**src/rtl/ex_mem_stage_if.sv**
```systemverilog
// Purpose: bundles the ID/EX-side inputs and EX/MEM register outputs of ex_mem_stage.
// Latency: none, wires only.
// Backpressure: stall/flush travel with the bundle; there is no ready handshake.
interface ex_mem_stage_if #(
  parameter int DW = 32,
  parameter int RW = 5
);
  // ID/EX side
  logic          in_valid;
  logic [3:0]    operation;
  logic [DW-1:0] rs_val;
  logic [DW-1:0] rt_val;
  logic [DW-1:0] imm;
  logic          alu_src;
  logic [1:0]    fwd_a_sel;
  logic [1:0]    fwd_b_sel;
  logic [DW-1:0] mem_fwd_data;
  logic [DW-1:0] wb_fwd_data;
  logic [RW-1:0] rd_addr;
  logic          reg_write;
  logic          mem_read;
  logic          mem_write;
  logic          stall;
  logic          flush;
  // EX/MEM register side
  logic          out_valid;
  logic [DW-1:0] alu_result_q;
  logic [DW-1:0] store_data_q;
  logic [RW-1:0] rd_addr_q;
  logic          reg_write_q;
  logic          mem_read_q;
  logic          mem_write_q;
  logic          zero_q;
  logic          ovf_q;

  modport master (
    output in_valid, operation, rs_val, rt_val, imm, alu_src, fwd_a_sel, fwd_b_sel,
           mem_fwd_data, wb_fwd_data, rd_addr, reg_write, mem_read, mem_write, stall, flush,
    input  out_valid, alu_result_q, store_data_q, rd_addr_q, reg_write_q, mem_read_q,
           mem_write_q, zero_q, ovf_q
  );

  modport slave (
    input  in_valid, operation, rs_val, rt_val, imm, alu_src, fwd_a_sel, fwd_b_sel,
           mem_fwd_data, wb_fwd_data, rd_addr, reg_write, mem_read, mem_write, stall, flush,
    output out_valid, alu_result_q, store_data_q, rd_addr_q, reg_write_q, mem_read_q,
           mem_write_q, zero_q, ovf_q
  );
endinterface

```
**src/rtl/ex_mem_stage.sv**
```systemverilog
// Purpose: MIPS execute stage (operand forwarding, ALU) plus the EX/MEM pipeline register.
// Latency: 1 cycle; priority per edge is reset > flush > stall > load; in_valid=0 loads a bubble.
// Backpressure: stall holds every register (upstream keeps its inputs); EX_OVF_TRAP_EN enables the overflow trap.
module ex_mem_stage #(
  parameter int DW = 32,
  parameter int RW = 5
) (
  input  logic           clk,
  input  logic           rst_n,
  ex_mem_stage_if.slave  bus
);

  localparam logic [3:0] OP_OR  = 4'd3;
  localparam logic [3:0] OP_ADD = 4'd4;
  localparam logic [3:0] OP_SUB = 4'd5;
  localparam logic [3:0] OP_AND = 4'd7;

  logic [DW-1:0] op_a;
  logic [DW-1:0] rt_fwd;
  logic [DW-1:0] op_b;
  logic [DW-1:0] op_b_eff;
  logic [DW-1:0] alu_res;
  logic          is_arith;
  logic          ovf_det;

  logic          out_valid_d,    out_valid_q;
  logic [DW-1:0] alu_result_d,   alu_result_q;
  logic [DW-1:0] store_data_d,   store_data_q;
  logic [RW-1:0] rd_addr_d,      rd_addr_q;
  logic          reg_write_d,    reg_write_q;
  logic          mem_read_d,     mem_read_q;
  logic          mem_write_d,    mem_write_q;
  logic          zero_d,         zero_q;
  logic          ovf_d,          ovf_q;

  // Forwarding muxes, alu_src select and the ALU itself; SUB is done as A + (~B + 1).
  always_comb begin
    case (bus.fwd_a_sel)
      2'd1:    op_a = bus.mem_fwd_data;
      2'd2:    op_a = bus.wb_fwd_data;
      default: op_a = bus.rs_val;
    endcase
    case (bus.fwd_b_sel)
      2'd1:    rt_fwd = bus.mem_fwd_data;
      2'd2:    rt_fwd = bus.wb_fwd_data;
      default: rt_fwd = bus.rt_val;
    endcase
    op_b     = bus.alu_src ? bus.imm : rt_fwd;
    op_b_eff = (bus.operation == OP_SUB) ? (~op_b + 1'b1) : op_b;
    is_arith = (bus.operation == OP_ADD) || (bus.operation == OP_SUB);
    case (bus.operation)
      OP_OR:   alu_res = op_a | op_b;
      OP_ADD,
      OP_SUB:  alu_res = op_a + op_b_eff;
      OP_AND:  alu_res = op_a & op_b;
      default: alu_res = '0;
    endcase
  end

`ifdef EX_OVF_TRAP_EN
  // Signed overflow: both addends share a sign the sum does not.
  always_comb begin
    ovf_det = is_arith && (op_a[DW-1] == op_b_eff[DW-1]) && (alu_res[DW-1] != op_a[DW-1]);
  end
`else
  // Overflow wraps silently; the trap path is absent.
  always_comb begin
    ovf_det = 1'b0 & is_arith;
  end
`endif

  // Next EX/MEM contents: flush or an invalid slot inserts a bubble, stall holds.
  always_comb begin
    out_valid_d  = out_valid_q;
    alu_result_d = alu_result_q;
    store_data_d = store_data_q;
    rd_addr_d    = rd_addr_q;
    reg_write_d  = reg_write_q;
    mem_read_d   = mem_read_q;
    mem_write_d  = mem_write_q;
    zero_d       = zero_q;
    ovf_d        = ovf_q;
    if (bus.flush || (!bus.stall && !bus.in_valid)) begin
      out_valid_d  = 1'b0;
      alu_result_d = '0;
      store_data_d = '0;
      rd_addr_d    = '0;
      reg_write_d  = 1'b0;
      mem_read_d   = 1'b0;
      mem_write_d  = 1'b0;
      zero_d       = 1'b0;
      ovf_d        = 1'b0;
    end else if (!bus.stall) begin
      out_valid_d  = 1'b1;
      alu_result_d = alu_res;
      store_data_d = rt_fwd;
      rd_addr_d    = bus.rd_addr;
      reg_write_d  = bus.reg_write & ~ovf_det;
      mem_read_d   = bus.mem_read  & ~ovf_det;
      mem_write_d  = bus.mem_write & ~ovf_det;
      zero_d       = (alu_res == '0);
      ovf_d        = ovf_det;
    end
  end

  // EX/MEM register with synchronous active-low reset.
  always_ff @(posedge clk) begin
    if (!rst_n) begin
      out_valid_q  <= 1'b0;
      alu_result_q <= '0;
      store_data_q <= '0;
      rd_addr_q    <= '0;
      reg_write_q  <= 1'b0;
      mem_read_q   <= 1'b0;
      mem_write_q  <= 1'b0;
      zero_q       <= 1'b0;
      ovf_q        <= 1'b0;
    end else begin
      out_valid_q  <= out_valid_d;
      alu_result_q <= alu_result_d;
      store_data_q <= store_data_d;
      rd_addr_q    <= rd_addr_d;
      reg_write_q  <= reg_write_d;
      mem_read_q   <= mem_read_d;
      mem_write_q  <= mem_write_d;
      zero_q       <= zero_d;
      ovf_q        <= ovf_d;
    end
  end

  assign bus.out_valid    = out_valid_q;
  assign bus.alu_result_q = alu_result_q;
  assign bus.store_data_q = store_data_q;
  assign bus.rd_addr_q    = rd_addr_q;
  assign bus.reg_write_q  = reg_write_q;
  assign bus.mem_read_q   = mem_read_q;
  assign bus.mem_write_q  = mem_write_q;
  assign bus.zero_q       = zero_q;
  assign bus.ovf_q        = ovf_q;

endmodule

```
**src/flat_wrapper.sv**
```systemverilog
// flat-port wrapper written by rule: the top's interface ports become plain ports
module ex_mem_stage_flat 
#(
  parameter int DW = 32,
  parameter int RW = 5
)
  (clk, rst_n, bus_in_valid, bus_operation, bus_rs_val, bus_rt_val, bus_imm, bus_alu_src, bus_fwd_a_sel, bus_fwd_b_sel, bus_mem_fwd_data, bus_wb_fwd_data, bus_rd_addr, bus_reg_write, bus_mem_read, bus_mem_write, bus_stall, bus_flush, bus_out_valid, bus_alu_result_q, bus_store_data_q, bus_rd_addr_q, bus_reg_write_q, bus_mem_read_q, bus_mem_write_q, bus_zero_q, bus_ovf_q);
  ex_mem_stage_if #(.DW(DW), .RW(RW)) bus_i ();
  input  logic clk;
  input  logic rst_n;
  input wire logic [$bits(bus_i.in_valid)-1:0] bus_in_valid;
  input wire logic [$bits(bus_i.operation)-1:0] bus_operation;
  input wire logic [$bits(bus_i.rs_val)-1:0] bus_rs_val;
  input wire logic [$bits(bus_i.rt_val)-1:0] bus_rt_val;
  input wire logic [$bits(bus_i.imm)-1:0] bus_imm;
  input wire logic [$bits(bus_i.alu_src)-1:0] bus_alu_src;
  input wire logic [$bits(bus_i.fwd_a_sel)-1:0] bus_fwd_a_sel;
  input wire logic [$bits(bus_i.fwd_b_sel)-1:0] bus_fwd_b_sel;
  input wire logic [$bits(bus_i.mem_fwd_data)-1:0] bus_mem_fwd_data;
  input wire logic [$bits(bus_i.wb_fwd_data)-1:0] bus_wb_fwd_data;
  input wire logic [$bits(bus_i.rd_addr)-1:0] bus_rd_addr;
  input wire logic [$bits(bus_i.reg_write)-1:0] bus_reg_write;
  input wire logic [$bits(bus_i.mem_read)-1:0] bus_mem_read;
  input wire logic [$bits(bus_i.mem_write)-1:0] bus_mem_write;
  input wire logic [$bits(bus_i.stall)-1:0] bus_stall;
  input wire logic [$bits(bus_i.flush)-1:0] bus_flush;
  output wire logic [$bits(bus_i.out_valid)-1:0] bus_out_valid;
  output wire logic [$bits(bus_i.alu_result_q)-1:0] bus_alu_result_q;
  output wire logic [$bits(bus_i.store_data_q)-1:0] bus_store_data_q;
  output wire logic [$bits(bus_i.rd_addr_q)-1:0] bus_rd_addr_q;
  output wire logic [$bits(bus_i.reg_write_q)-1:0] bus_reg_write_q;
  output wire logic [$bits(bus_i.mem_read_q)-1:0] bus_mem_read_q;
  output wire logic [$bits(bus_i.mem_write_q)-1:0] bus_mem_write_q;
  output wire logic [$bits(bus_i.zero_q)-1:0] bus_zero_q;
  output wire logic [$bits(bus_i.ovf_q)-1:0] bus_ovf_q;
  assign bus_i.in_valid = bus_in_valid;
  assign bus_i.operation = bus_operation;
  assign bus_i.rs_val = bus_rs_val;
  assign bus_i.rt_val = bus_rt_val;
  assign bus_i.imm = bus_imm;
  assign bus_i.alu_src = bus_alu_src;
  assign bus_i.fwd_a_sel = bus_fwd_a_sel;
  assign bus_i.fwd_b_sel = bus_fwd_b_sel;
  assign bus_i.mem_fwd_data = bus_mem_fwd_data;
  assign bus_i.wb_fwd_data = bus_wb_fwd_data;
  assign bus_i.rd_addr = bus_rd_addr;
  assign bus_i.reg_write = bus_reg_write;
  assign bus_i.mem_read = bus_mem_read;
  assign bus_i.mem_write = bus_mem_write;
  assign bus_i.stall = bus_stall;
  assign bus_i.flush = bus_flush;
  assign bus_out_valid = bus_i.out_valid;
  assign bus_alu_result_q = bus_i.alu_result_q;
  assign bus_store_data_q = bus_i.store_data_q;
  assign bus_rd_addr_q = bus_i.rd_addr_q;
  assign bus_reg_write_q = bus_i.reg_write_q;
  assign bus_mem_read_q = bus_i.mem_read_q;
  assign bus_mem_write_q = bus_i.mem_write_q;
  assign bus_zero_q = bus_i.zero_q;
  assign bus_ovf_q = bus_i.ovf_q;
  ex_mem_stage #(.DW(DW), .RW(RW)) u_core (.clk(clk), .rst_n(rst_n), .bus(bus_i));
endmodule
```
**config.mk**
```make
export PLATFORM = sky130hd
export DESIGN_NAME = ex_mem_stage_flat
export DESIGN_NICKNAME = d
export VERILOG_FILES = /design/src/rtl/ex_mem_stage_if.sv /design/src/rtl/ex_mem_stage.sv /design/src/flat_wrapper.sv
export SDC_FILE = /design/constraint.sdc
export NUM_CORES = 1
export LEC_CHECK = 0
export ABC_AREA = 1
export BUFFER_PORTS_ARGS = -buffer_cell sky130_fd_sc_hd__buf_4
export CAP_MARGIN = 15
export CORE_ASPECT_RATIO = 0.6
export CORE_MARGIN = 1
export CORE_UTILIZATION = 39
export CTS_CLUSTER_SIZE = 8
export DETAILED_ROUTE_END_ITERATION = 6
export HOLD_SLACK_MARGIN = 0.02
export PLACE_DENSITY_LB_ADDON = 0.2
export SLEW_MARGIN = 30
export SYNTH_ARGS = -nofsm -noshare
export SYNTH_HDL_FRONTEND = slang
export SYNTH_SLANG_ARGS = --single-unit
```
**constraint.sdc**
```tcl
create_clock -name clk -period 4.4 [get_ports clk]
set_input_delay 0.44 -clock clk [delete_from_list [all_inputs] [get_ports clk]]
set_output_delay 0.44 -clock clk [all_outputs]
set_load 0.005 [all_outputs]
```
---- After elaboration in Yosys (flattened, before gate mapping) ----
Index checks and enable logic that the tools add are counted.
cells by class
  add/subtract/negate cells ............... 2
  equality and inequality tests ........... 8
  multiplexer cells ....................... 5
  bitwise gates (word level) .............. 4
  reductions and logical operators ........ 7
operators by type and width
  kind                                            number
  one-hot mux 32 bit (2 select lines)             2
  one-hot mux 32 bit (3 select lines)             1
  2-to-1 mux 32 bit                               2
  adder 32 x 1 -> 32 bit (second input constant)  1
  adder 32 bit                                    1
  bitwise AND 32 bit                              1
  zero test 32 bit                                1
  NOT 32 bit                                      1
  bitwise OR 32 bit                               1
  == test 4 x 3 -> 1 bit (second input constant)  3
  == test 2 x 1 -> 1 bit (second input constant)  2
  == test 2 bit (second input constant)           2
  == test 4 x 2 -> 1 bit (second input constant)  1
  OR reduction 2 bit                              2
  zero test 1 bit                                 2
  logical AND 1 bit                               1
  logical OR 1 bit                                1
  NOT 1 bit                                       1
word-level totals
  bits in registers ....................... 74
  input port bits ......................... 182
  output and inout port bits .............. 75
  word-level logic and storage cells ...... 34

---- Logic depth before layout (Yosys ltp) ----
Gate-level depths: netlist (run 1).
  depth in word-level cells ............... 9
  mapped depth ............................ 39
  gate-level depth less buffers ........... 38

---- Worst setup path before layout (run 1) ----
Ideal clock, no wire load.
  kind .................................... in2reg
  from .................................... in bus_fwd_b_sel[0]
  to ...................................... reg u_core.zero_q, in the netlist u_core.bus.zero_q
  data arrival time ....................... 4.214 ns
  required time ........................... 4.330 ns
  path slack .............................. 0.116 ns
  stages on the path ...................... 37
  buffers on the path ..................... 1
  cell sequence ........................... inv_1 ha_1 inv_2 clkbuf_2 nand3_1 nand3_1 nand2_1 inv_2 ha_1 inv_1 nor3_2 inv_2 nor2_2 nand2_1 inv_2 nand3_2 nor2_4 nand3_2 inv_2 nand2_1 nand2_1 xor2_1 inv_1 ha_1 a21oi_1 o21ai_0 nand2_1 nand2_1 a21oi_1 nand3_1 nand3_1 nand2_1 nor2_1 nand2_1 nor3_1 nand3_1 a21oi_1
on the way
  word-level cells in the longest chain between the ends .. 9
  elaborated cells between the ends (all ways) .. 12
RTL lines
  element                                                         line                 RTL
  from (decl)                                                     flat_wrapper.sv:18   input wire logic [$bits(bus_i.fwd_b_sel)-1:0] bus_fwd_b_sel;
  == test 2 bit / == test 2 x 1 -> 1 bit (equally long branches)  ex_mem_stage.sv:43   case (bus.fwd_b_sel)
  one-hot mux 32 bit (2 select lines) *                           ex_mem_stage.sv:43
  2-to-1 mux 32 bit *                                             ex_mem_stage.sv:48   op_b = bus.alu_src ? bus.imm : rt_fwd;
  NOT 32 bit                                                      ex_mem_stage.sv:49   op_b_eff = (bus.operation == OP_SUB) ? (~op_b + 1'b1) : op_b;
  adder 32 x 1 -> 32 bit                                          ex_mem_stage.sv:49
  2-to-1 mux 32 bit                                               ex_mem_stage.sv:49
  adder 32 bit                                                    ex_mem_stage.sv:54   OP_SUB: alu_res = op_a + op_b_eff;
  one-hot mux 32 bit (3 select lines) *                           ex_mem_stage.sv:51   case (bus.operation)
  zero test 32 bit *                                              ex_mem_stage.sv:101  zero_d = (alu_res == '0);
  to (signal assigned)                                            ex_mem_stage.sv:126  zero_q <= zero_d;
  to (decl)                                                       ex_mem_stage.sv:33   logic zero_d, zero_q;
Mark *: on every way between the ends. The rest lies on a longest branch, timed or not.
A chain may end at the register's enable or synchronous reset.

---- Worst setup path after layout (run 1) ----
Ends and elaborated chain as after synthesis.

==> results of run 1 <==
-- metal layers --
layer / GRT usage (%) / part of all wire, % / vias to the layer above
li1: - / - / 5928
met1: 48.42 / 47 / 5422
met2: 52.95 / 43 / 514
met3: 5.903 / 8.4 / 40
met4: 5.547 / 1.1 / 0
met5: 0 / 0 / -
-- layout by cell type (no fill, tap or decap), drive strengths merged, types with 28 or more instances in the layout --
master | synthesis | routed
a21oi | 73 | 73
buf | 20 | 473
dfxtp | 74 | 74
ha | 37 | 37
inv | 207 | 208
nand2 | 507 | 507
nand3 | 198 | 198
nand4 | 28 | 28
nor2 | 163 | 163
o21ai | 112 | 112
or2 | 38 | 38
-- state kept, by name, summed over array words and instances (netlist names) --
register and flops:
u_core.bus.out_valid 1, u_core.bus.alu_result_q 32, u_core.bus.store_data_q 32, u_core.bus.zero_q 1, u_core.bus.mem_read_q 1, u_core.bus.mem_write_q 1
u_core.bus.reg_write_q 1, u_core.bus.rd_addr_q 5
-- power breakdown --
| group | total, µW | internal (µW) | leakage [µW] | switching, µW |
|---|---|---|---|---|
| logic | 2140 | 941 | 0.00625 | 1200 |
| clock network | 822 | 496 | 0.000152 | 327 |
| registers | 705 | 692 | 0.000601 | 13.3 |
| total | 3670 | 2130 | 0.00700 | 1540 |
-- through the flow --
stage          setup slack, ns  util (%)  hold WS [ns]  instances
2_1_floorplan           0.1157         -        0.4527       1589
3_3_place_gp           -0.8786     57.07        0.4523       2269
3_5_place_dp           -0.8731     57.07        0.4597       2269
4_1_cts                0.04484     59.69        0.3318       2288
5_1_grt                -0.2162     61.25        0.3346       2291
6_report               0.07494     61.25        0.3380       2291
-- critical path, delay by kind of cell --
family	cells	cell delay, ns
AOI/OAI and AO/OA	2	0.17
xor gates and xnor gates	1	0.14
adders and majority gates	3	0.70
buffers and inverters	12	0.95
and+or+nand+nor	20	2.12
-- cell type report --
type / count / area, µm² / share of cell area, %
multi-input combinational: 1241 / 6560 / 50.19
inverter: 209 / 787.0 / 6.021
clock inverter: 6 / 90.09 / 0.6892
clock buffer: 9 / 225.2 / 1.723
tap: 279 / 349.1 / 2.671
sequential: 74 / 1481 / 11.33
timing repair buffer: 473 / 3578 / 27.38
-- logic make-up after synthesis --
group	count (synthesis)	synth area share (%)
adder cells (fa/ha/maj)	38	5.614
AND/OR/NAND/NOR	955	48.02
buffers and inverters	274	12.49
other	1	0.04359
AO/OA/AOI/OAI	219	13.76
flip-flops	74	17.22
XOR/XNOR	28	2.850
-- worst max path at each step --
stage                              endpoint  cells past startpoint              from
after floorplan           u_core.bus.zero_q                     37  bus_fwd_b_sel[0]
after global placement    u_core.bus.zero_q                     37  bus_fwd_b_sel[0]
after detailed placement  u_core.bus.zero_q                     37  bus_fwd_b_sel[0]
after CTS                 u_core.bus.zero_q                     36  bus_fwd_b_sel[0]
after global routing      u_core.bus.zero_q                     37  bus_fwd_b_sel[0]
final                     u_core.bus.zero_q                     38  bus_fwd_b_sel[0]
-- repair_timing --
action / 4_1_cts / 5_1_grt
pin swaps: 13 / 31
resized for setup: 48 / 88
setup buffers: 4 / 3
setup endpoints to repair: 5 / 15
==> impl_metrics.ini, run 1 <==
[run_status]
run_status = complete, no violations

[global_route]
grt_pass1_vias = 10750
grt_max_degree = 66
grt_pass1_wl_um = 58980
gr-total-overflow = 0
grt_util_all_layers_pct = 33.60
antenna_found_initial = 0

[cts]
clkTransAtPathRegs_ns = 0.06
cts_sinks = 74
cts_buffers = 9
ctsHoldBuffers = 0
root_buffer = clkbuf_16
cts_tree = built
clock_latency_ns = 0.35
htreeDepth = 3
clock_path_buffers = 2

[layout]
fin_area_um2 = 13070
num_antenna_cells = 0
nets = 2228
drive_above_1_share_pct = 31.61
syn2layout_area_growth_pct = 51.93
fillCellCount = 2139

[logic_synthesis]
synth_cell_types = 44
synthFlopType = dfxtp_1
synth_commonest_cells = nand2_1 (499), inv_1 (196), nand3_1 (192)
synth_nets = 1809
synth_edf_count = 0
yosysWarnings = 0
yosysMostFrequentCell = nand2_1
synth_largest_area_cell = nand2_1
yosysSeqAreaShare_pct = 17.22
ys_top_cells_by_area = nand2_1 (22%), dfxtp_1 (17%), nand3_1 (11%)
avgSynthCellArea_um2 = 5.414
netlist_instances = 1589
synthesis.area_um2 = 8603
synth-async-reset-ratio_pct = 0
synth_seq_cells = 74
synth_top_area_share_pct = 21.77

[worst_setup_path]
critPathLaunchType = primary input
worstPathMaxFanout = 5
timing.critical_path.arrival_ns = 4.53
ff2ff_setup_slack_ns = 3.65
cp.required_ns = 4.61
slowest_stage = ha_4
r2r_start = u_core.bus.alu_result_q[0]
end_kind = register
crit_top_cell = inv_2
path_class = primary input to register
critPathMaxStageDelay_ns = 0.29
r2r_cells = 2
reg2reg_to = u_core.bus.alu_result_q[0]

[die]
dieArea_um2 = 22680
initial_core_util_pct = 40.31
core-area_um2 = 21340
die_x_um = 193.7
num_rows = 41
ios = 257
die_h_um = 117.0

[drt]
wl_per_cell_um = 17.24
dr_total_vias = 11900
dr.pass1.iters = 6
first_iter_violations = 1078
totalWireLength_um = 39490
ant_nets = 0
vias_per_cell = 5.196
drc = 0

[place]
dp_hpwl_um = 32040
gp_congestion = 0.9496
io_buffer_count = 255
post_dp_cell_area_um2 = 12180

[sta]
timing.fmax_ghz = 0.2312
rsz0062_at_grt = yes
hold_viol = 0
finalCritPeriodShare_pct = 98.30
max_slew.worst_pin.slew_ns = 0.9761
slew_viol_final = 0
slew_headroom_pct = 34.85
skew_ns = 0
finalSetupViolCount = 0
fin_crit_ns = 4.325
setup_tns_ns = 0

[flow_run]
cap_violations = 0

[power]
powerDensity_nw_per_um2 = 280.6
p_leak_uw = 0.007001
vdd.ir_drop.worst_mv = 0.1998
total_power_uw = 3667

[worst_hold_path]
whs_path_depth = 3
hp-start = bus_rd_addr[0]
hp-class = primary input to register
worstHoldEndpoint = u_core.bus.rd_addr_q[0]
Power figures use the tool's default switching activity.
==> run 2, diff against run 1 <==
Settings changed: BUFFER_PORTS_ARGS -buffer_cell sky130_fd_sc_hd__buf_4 to -buffer_cell sky130_fd_sc_hd__buf_2.
==> impl_metrics.ini, run 2 (synthesis gave the netlist of run 1 again) <==
[worst_setup_path]
crit_top_cell = nand2_1
slowest_stage = ha_4
crit_family = simple AND/OR/NAND/NOR gates
end_kind = register
ff2ff_setup_slack_ns = 3.67
timing.critical_path.arrival_ns = 4.62
path_class = primary input to register
critPathMaxStageDelay_ns = 0.30
critPathLaunchType = primary input
cp.required_ns = 4.68
worstPathMaxFanout = 5
critPathBufInv = 10

[die]
core-area_um2 = 21340
ios = 257
die_h_um = 117.0
dieArea_um2 = 22680
initial_core_util_pct = 40.31
num_rows = 41
die_x_um = 193.7

[global_route]
grt_util_all_layers_pct = 33.16
grt_pass1_wl_um = 58120
grt_pass1_vias = 10710
grt_max_degree = 61
antenna_found_initial = 1
gr-total-overflow = 0

[cts]
clkTransAtPathRegs_ns = 0.06
clock_path_buffers = 2
root_buffer = clkbuf_16
htreeDepth = 3
cts_buffers = 9
cts_sinks = 74
cts_tree = built
clock_latency_ns = 0.35

[layout]
syn2layout_area_growth_pct = 44.26
num_antenna_cells = 0
mostFrequentLayoutCell = nand2_1
final_cell_mix = nand2_1 (475), buf_2 (253), buf_4 (215)
fillCellCount = 2257
nets = 2231
drive_above_1_share_pct = 31.17
reg_top3 = u_core.bus.alu_result_q x32, u_core.bus.store_data_q x32, u_core.bus.rd_addr_q x5

[drt]
ant_nets = 0
wl_per_cell_um = 16.97
dr_total_vias = 12070
totalWireLength_um = 38920
first_iter_violations = 1100
vias_per_cell = 5.260
drc = 0
dr.pass1.iters = 6

[sta]
slew_headroom_pct = 39.21
setup_tns_ns = 0
timing.fmax_ghz = 0.2307
finalCritPeriodShare_pct = 98.53
hold_viol = 0
holdWs_ns = 0.3304
finalSetupViolCount = 0
rsz0062_at_grt = yes
fin_crit_ns = 4.335
max_slew.worst_pin.slew_ns = 0.9109
skew_ns = 0
slew_viol_final = 0

[run_status]
run_status = complete, no violations

[place]
io_buffer_count = 255
dp_hpwl_um = 31990
gp_congestion = 0.9972

[power]
p_leak_uw = 0.006864
powerDensity_nw_per_um2 = 288.6
vdd.ir_drop.worst_mv = 0.2081

[flow_run]
cap_violations = 0

[worst_hold_path]
hp-class = primary input to register
==> run 2: cell count changes in the layout (fill, tap and decap cells not counted), sizes merged <==
cell	previous run	this run
buf	473	476
clkinv	4	5
clkinvlp	1	0
==> run 2: final timing paths <==
kind	startpoint	depth (start not counted)	endpoint
max	bus_fwd_b_sel[0]	38	u_core.bus.zero_q
min	bus_rd_addr[1]	3	u_core.bus.rd_addr_q[1]
max reg2reg	u_core.bus.alu_result_q[4]	4	u_core.bus.alu_result_q[4]
min reg2reg	u_core.bus.store_data_q[28]	2	u_core.bus.store_data_q[28]
==> run 2: cell type report <==
class	count	area (µm²)	share of cell area (%)
multi-input combinational	1241	6480	52.21
timing repair buffer	476	2992	24.11
sequential	74	1481	11.94
inverter	209	792.0	6.382
tap	279	349.1	2.813
clock buffer	9	225.2	1.815
clock inverter	6	91.34	0.7360
==> run 2: routing by layer <==
layer | track usage, % | wire (µm)
met1 | 47.28 | 17950
met2 | 52.56 | 17040
met5 | 0 | 13
met4 | 5.173 | 378
met3 | 6.476 | 3533
==> run 2: per-stage QoR <==
| step | power [µW] | util, % | setup WS [ns] | instances | cell area [µm²] |
|---|---|---|---|---|---|
| after floorplan | 1724 | - | 0.1157 | 1589 | 8603 |
| after detailed placement | 2567 | 54.17 | -0.6929 | 2270 | 11560 |
| after CTS | 3423 | 56.23 | 0.01444 | 2286 | 12000 |
| after global routing | 3812 | 58.16 | -0.2874 | 2294 | 12410 |
| after global placement | 2557 | 54.17 | -0.6407 | 2270 | 11560 |
| final | 3582 | 58.16 | 0.06478 | 2294 | 12410 |
==> run 2: what timing repair did <==
| action | CTS | global route |
|---|---|---|
| hold buffers | 0 | 0 |
| buffers inserted | 1 | 8 |
| endpoints found under the setup margin | 5 | 18 |
| pin swaps | 6 | 45 |
| gates cloned | 0 | 0 |
| gates resized for setup | 25 | 101 |
==> run 2: tightest hold or removal path, delay by kind of cell <==
kind / cells / cell delay, ns
buffers and inverters: 1 / 0.09
and+or+nand+nor: 1 / 0.05
AOI/OAI and AO/OA: 1 / 0.05
==> run 2: power by group <==
group	internal (µW)	leakage (µW)	switching, µW
registers	692	0.000601	11.4
clock network	496	0.000156	317
logic	876	0.00611	1190
